### config.mk
export PLATFORM = sky130hd
export DESIGN_NAME = aes_fifo_sched_ctrl
export DESIGN_NICKNAME = d
export VERILOG_FILES = /design/src/rtl/aes_fifo_sched_ctrl_pkg.sv /design/src/rtl/aes_fifo_sched_ctrl_rr_arbiter.sv /design/src/rtl/aes_fifo_sched_ctrl.sv
export SDC_FILE = /design/constraint.sdc
export NUM_CORES = 1
export LEC_CHECK = 0
export CAP_MARGIN = 10
export CORE_AREA = 2 2 360 362
export CTS_BUF_LIST = sky130_fd_sc_hd__clkbuf_8
export CTS_CLUSTER_SIZE = 40
export DETAILED_ROUTE_END_ITERATION = 6
export DIE_AREA = 0 0 362 364
export HOLD_SLACK_MARGIN = 0.03
export SLEW_MARGIN = 10
export SYNTH_ARGS = -nofsm -noshare
export SYNTH_HDL_FRONTEND = slang
export SYNTH_SLANG_ARGS = --single-unit
export TNS_END_PERCENT = 30
### constraint.sdc
create_clock -name clk -period 4.04 [get_ports clk]
set_input_delay 0.808 -clock clk [delete_from_list [all_inputs] [get_ports clk]]
set_output_delay 0.808 -clock clk [all_outputs]
set_load 0.01 [all_outputs]
### src/rtl/aes_fifo_sched_ctrl_pkg.sv
// Shared definitions for the AES FIFO scheduler controller and its FIFO.
package aes_fifo_sched_ctrl_pkg;

  // Width of one AES block.
  localparam int unsigned AES_BLK_W = 128;

  // FIFO depth shared by the FIFO instance and the controller's occupancy mirror.
  localparam int unsigned FIFO_DEPTH = 10;

  // Read sequencer states.
  typedef enum logic [2:0] {
    IDLE,
    RD,
    CAP,
    START,
    RUN
  } state_e;

endpackage

### src/rtl/aes_fifo_sched_ctrl_rr_arbiter.sv
// Round-robin arbiter: one-hot grant searching upward from a rotating pointer.
module aes_fifo_sched_ctrl_rr_arbiter #(
  parameter int unsigned NUM_REQ = 4
) (
  input  logic               clk,
  input  logic               reset,
  input  logic [NUM_REQ-1:0] req,
  input  logic               enable,
  input  logic               advance,
  output logic [NUM_REQ-1:0] grant
);

  localparam int unsigned PtrW = (NUM_REQ > 1) ? $clog2(NUM_REQ) : 1;

  logic [PtrW-1:0] rr_ptr_q;
  logic [PtrW-1:0] rr_ptr_d;
  logic            found;
  int unsigned     idx;

  // First asserted request at or after rr_ptr, wrapping; next pointer is one past the winner.
  always_comb begin
    grant    = '0;
    rr_ptr_d = rr_ptr_q;
    found    = 1'b0;
    idx      = 0;
    for (int unsigned k = 0; k < NUM_REQ; k++) begin
      idx = (32'(rr_ptr_q) + k) % NUM_REQ;
      if (enable && !found && req[idx[PtrW-1:0]]) begin
        grant[idx[PtrW-1:0]] = 1'b1;
        rr_ptr_d             = PtrW'((idx + 1) % NUM_REQ);
        found                = 1'b1;
      end
    end
  end

  // Pointer moves only when the grant turned into a transfer.
  always_ff @(posedge clk or negedge reset) begin
    if (!reset) begin
      rr_ptr_q <= '0;
    end else if (advance) begin
      rr_ptr_q <= rr_ptr_d;
    end
  end

endmodule

### src/rtl/aes_fifo_sched_ctrl.sv
// Feeds the AES core from a flagless FIFO: arbitrates writers, mirrors occupancy,
// and sequences one read/start/done handshake per block.
module aes_fifo_sched_ctrl
  import aes_fifo_sched_ctrl_pkg::*;
#(
  parameter int unsigned NUM_REQ = 4,
  parameter int unsigned DEPTH   = FIFO_DEPTH,
  parameter int unsigned CNT_W   = 4
) (
  input  logic                         clk,
  input  logic                         reset,
  input  logic [NUM_REQ-1:0]           req_valid,
  input  logic [NUM_REQ*AES_BLK_W-1:0] req_data,
  output logic [NUM_REQ-1:0]           req_ready,
  output logic                         fifo_write_en,
  output logic [AES_BLK_W-1:0]         fifo_data_in,
  output logic                         fifo_read_en,
  input  logic [AES_BLK_W-1:0]         fifo_data_out,
  output logic                         aes_start,
  output logic [AES_BLK_W-1:0]         aes_data,
  input  logic                         aes_busy,
  input  logic                         aes_done,
  output logic [CNT_W-1:0]             level,
  output logic                         full,
  output logic                         empty
);

  logic [CNT_W-1:0]     level_q, level_d;
  state_e               state_q, state_d;
  logic [AES_BLK_W-1:0] aes_data_q;

  // Usable capacity is DEPTH-1: the FIFO calls itself full when wr+1 == rd.
  assign full  = (level_q == CNT_W'(DEPTH - 1));
  assign empty = (level_q == '0);
  assign level = level_q;

  aes_fifo_sched_ctrl_rr_arbiter #(
    .NUM_REQ (NUM_REQ)
  ) u_arb (
    .clk     (clk),
    .reset   (reset),
    .req     (req_valid),
    .enable  (!full),
    .advance (fifo_write_en),
    .grant   (req_ready)
  );

  assign fifo_write_en = |(req_valid & req_ready);

  // Route the granted requester's block; zero when nobody is granted.
  always_comb begin
    fifo_data_in = '0;
    for (int unsigned i = 0; i < NUM_REQ; i++) begin
      if (req_ready[i]) begin
        fifo_data_in = req_data[AES_BLK_W*i +: AES_BLK_W];
      end
    end
  end

  // Occupancy mirror; a same-cycle write and read cancel out.
  always_comb begin
    level_d = level_q;
    unique case ({fifo_write_en, fifo_read_en})
      2'b10:   level_d = level_q + CNT_W'(1);
      2'b01:   level_d = level_q - CNT_W'(1);
      default: level_d = level_q;
    endcase
  end

  // Read sequencer next state and Moore outputs.
  always_comb begin
    state_d      = state_q;
    fifo_read_en = 1'b0;
    aes_start    = 1'b0;
    unique case (state_q)
      IDLE: begin
        if (level_q != '0 && !aes_busy) begin
          state_d = RD;
        end
      end
      RD: begin
        fifo_read_en = 1'b1;
        state_d      = CAP;
      end
      // FIFO read data is registered, so it is valid one cycle after the read.
      CAP: state_d = START;
      START: begin
        aes_start = 1'b1;
        state_d   = RUN;
      end
      // Done is only honoured here; a pulse coinciding with START is dropped.
      RUN: begin
        if (aes_done) begin
          state_d = IDLE;
        end
      end
      default: state_d = IDLE;
    endcase
  end

  // State and occupancy registers.
  always_ff @(posedge clk or negedge reset) begin
    if (!reset) begin
      state_q <= IDLE;
      level_q <= '0;
    end else begin
      state_q <= state_d;
      level_q <= level_d;
    end
  end

  // Block presented to the core; held until the next capture.
  always_ff @(posedge clk or negedge reset) begin
    if (!reset) begin
      aes_data_q <= '0;
    end else if (state_q == CAP) begin
      aes_data_q <= fifo_data_out;
    end
  end

  assign aes_data = aes_data_q;

endmodule

==> run summary <==
Outcome
- status: finished with violations
- violations in the final reports: setup timing

Worst setup path
- CP startpoint kind: flip-flop
- crit path DAT: 3.75 ns
- delay contributed by the slowest stage of the critical path: 0.45 ns
- cells on worst reg2reg path: 19
- register-to-register setup slack: 0.40 ns
- Setup crit start: u_arb.rr_ptr_q[0]$_DFFE_PN0P_
- required time at the endpoint of the critical path: 3.23 ns
- startpoint of the lowest-slack register-to-register path: u_arb.rr_ptr_q[0]$_DFFE_PN0P_
- Worst Setup EP: fifo_data_in[10]
- critical path endpoint category: output pin
- Max FO, Critical Path: 8
- Setup Crit Path Kind: reg -> out
- cell chain of the critical path: inv_2, ha_4, mux2_4, or4_4, a22o_4, a221oi_4, buf_12, buf_6, a221o_1, o221a_4, clkdlybuf4s15_2
- capture instance of the worst register-to-register path: level[2]$_DFFE_PN0P_
- cell type of the slowest stage on the worst timing path: sky130_fd_sc_hd__or4_4

Cells and area
- total number of nets in the final design: 2372
- P&R area growth vs syn: 148.2%
- most common library cell in the layout ignoring fill and taps: sky130_fd_sc_hd__clkdlybuf4s50_1
- Core Util, Final: 17.65%
- commonest cells after routing, fill and taps aside: 778 x sky130_fd_sc_hd__clkdlybuf4s50_1, 137 x sky130_fd_sc_hd__dfrtp_1, 130 x sky130_fd_sc_hd__mux2_2
- fraction of layout instances using a drive strength above 1: 34.39%
- Final Cell Area: 22650 µm²

Timing
- minimum period implied by the final worst setup slack: 4.557 ns
- crit path setup slack, layout: -0.5170 ns
- transition at the pin with the smallest max-transition slack: 0.7557 ns
- Setup Total Neg Slack: -48.26 ns
- final setup fails: 129
- max_slew headroom: 49.51%
- Worst Clk Skew: 0.02695 ns
- final hold violation count: 0
- final worst hold slack: 0.2441 ns
- final max-slew violation count: 0
- final worst path period share: 112.8%
- peak clock frequency supported by timing: 219.4 MHz
- unrepaired setup endpoints after global routing: true

Place
- worst setup slack before clock tree synthesis: -1.097 ns
- count of input and output buffers: 916
- HPWL after DPL: 80.58 mm
- weighted congestion at the end of routability-driven global placement: 1.027
- area of placed instances: 21050 µm²

Synthesis
- instance count of the mapped netlist: 730
- sequential cell area fraction in the yosys report: 37.56%
- Post-synth EDFFs: 0
- post-synthesis sequential element count: 137
- count of warnings emitted by yosys: 0
- predominant post-synthesis flop cell: sky130_fd_sc_hd__dfrtp_1
- share of flip-flops with an asynchronous set or reset after synthesis: 100.0%
- Post-Synthesis Cell Area: 9128 µm²
- synthesized net count: 1388
- Avg Synthesized Cell Area: 12.50 µm²
- distinct cell type count after synthesis: 52

Route
- number of optimization iterations in the first detailed-route pass: 6
- Residual DRC: 0
- number of DRC violations after detailed-routing iteration 0: 911
- average routed wire per standard cell: 28.09 µm
- antenna viol nets, final: 0
- number of vias in the routed layout: 12400
- wirelength, routed: 96.28 mm
- detailed-route vias per instance: 3.619

CTS
- clock transition time at the flip-flop clock pins of the worst setup and hold paths: 0.10 ns
- CTS tree: yes
- deepest clock path buffer count: 2
- clock buffer count from CTS: 17
- total number of H-tree levels: 4
- clock root buffer: sky130_fd_sc_hd__clkbuf_8
- number of buffers inserted for hold repair after clock tree synthesis: 0
- worst skew pair latency: 0.53 ns
- clock sink total: 137

GRT
- grt ovf: 0
- pin count of the biggest net entering global routing: 86
- GRT Total Usage: 13.54%
- met3 layer usage reported by global route: 5.790%
- vias in the first global route: 12210
- met1 Resource Use GR: 14.67%
- grt peak-use layer: met2
- met2 Track Usage GR: 22.88%
- first-pass GRT wire length: 118.7 mm
- number of antenna violations at the first check in global routing: 69

Floorplanning
- vertical die dimension: 364 µm
- DIE AREA: 131800 µm²
- Initial Util: 7.113%
- Die Width: 362 µm
- Boundary Pins: 917
- cell row count: 132
- core outline area: 128300 µm²

Power
- Max VDD drop: 533.9 µV
- cell area power density: 1215 nW/µm²
- Leak: 8.436 nW

Job
- count of max-cap constraint violations: 0

Hold path
- class of the worst hold path: in -> async

[per-stage QoR]
stage | std cells | power, mW
final | 3427 | 27.53
after global routing | 3424 | 28.81
after CTS | 3383 | 26.45
after detailed placement | 3337 | 23.61
after global placement | 3337 | 23.59
after floorplan | 730 | 11.70
[Yosys cell counts, types with 7 or more instances]
| master | instances | share of area, % |
|---|---|---|
| sky130_fd_sc_hd__a221o_1 | 128 | 14 |
| sky130_fd_sc_hd__buf_12 | 11 | 2.4 |
| sky130_fd_sc_hd__buf_2 | 21 | 1.2 |
| sky130_fd_sc_hd__clkbuf_1 | 52 | 2.1 |
| sky130_fd_sc_hd__dfrtp_1 | 137 | 38 |
| sky130_fd_sc_hd__ha_1 | 10 | 1.4 |
| sky130_fd_sc_hd__inv_1 | 7 | 0.29 |
| sky130_fd_sc_hd__mux2_2 | 131 | 16 |
| sky130_fd_sc_hd__nand2_1 | 13 | 0.53 |
| sky130_fd_sc_hd__o221a_2 | 128 | 16 |
[cells by family (layout without fill, tap and decap cells)]
kind of cell | Yosys count | count (layout) | share of synthesized area (%)
AND/OR/NAND/NOR | 48 | 48 | 3.071
flip-flops | 137 | 137 | 37.56
buffers and inverters | 101 | 1098 | 6.936
XOR/XNOR | 6 | 6 | 0.5757
adder cells (fa/ha/maj) | 10 | 10 | 1.371
AO/OA/AOI/OAI | 287 | 287 | 32.60
other | 0 | 25 | 0
multiplexers | 141 | 141 | 17.89
[layer usage]
metal,up-vias,share of wire [%]
met5,-,0.18
met4,26,4.9
met3,215,12
met2,926,47
met1,6104,36
li1,5130,-
[cell type report]
type | instances | area [µm²]
Fill cell | 14200 | 105700
Timing Repair Buffer | 1058 | 11060
Multi-Input combinational cell | 492 | 5583
Sequential cell | 137 | 3428
Tap cell | 1675 | 2096
Clock buffer | 18 | 247.7
Clock inverter | 14 | 148.9
Antenna cell | 25 | 62.56
Inverter | 8 | 30.03
[worst min path at each step]
stage | start | endpoint | depth (start not counted)
after detailed placement | aes_data[115]$_DFFE_PN0N_ | aes_data[115]$_DFFE_PN0N_ | 1
after global routing | reset | aes_data[6]$_DFFE_PN0N_ | 1
final | reset | aes_data[77]$_DFFE_PN0N_ | 1
after CTS | reset | aes_data[81]$_DFFE_PN0N_ | 1
after global placement | aes_data[23]$_DFFE_PN0N_ | aes_data[23]$_DFFE_PN0N_ | 1
after floorplan | state_q[2]$_DFFE_PN0P_ | state_q[0]$_DFFE_PN0P_ | 1
[power breakdown]
part           internal [mW]  switching (mW)  total (mW)
Sequential              2.10           0.391        2.49
Combinational           12.9            10.9        23.8
Clock                  0.527           0.714        1.24
[sequential cells by signal, indices dropped and copies added (netlist names)]
| name | count |
|---|---|
| aes_data | 128 |
| state_q | 3 |
| u_arb.rr_ptr_q | 2 |
| level | 4 |
[worst max-delay path: cells and delay by family (launching register included)]
| kind | cells | cell delay (ns) |
|---|---|---|
| flops | 1 | 0.38 |
| compound gates | 4 | 1.15 |
| mux | 1 | 0.30 |
| buf+inv | 4 | 0.65 |
| fa+ha+maj | 1 | 0.29 |
| simple gates | 1 | 0.45 |
[repair_timing]
item	in CTS	in global routing
setup endpoints to repair	132	131
gates resized for setup	525	77
buffers inserted	12	14
pin swaps	25	28
cloned	4	6
No activity file was read; power rests on OpenSTA's default activity.
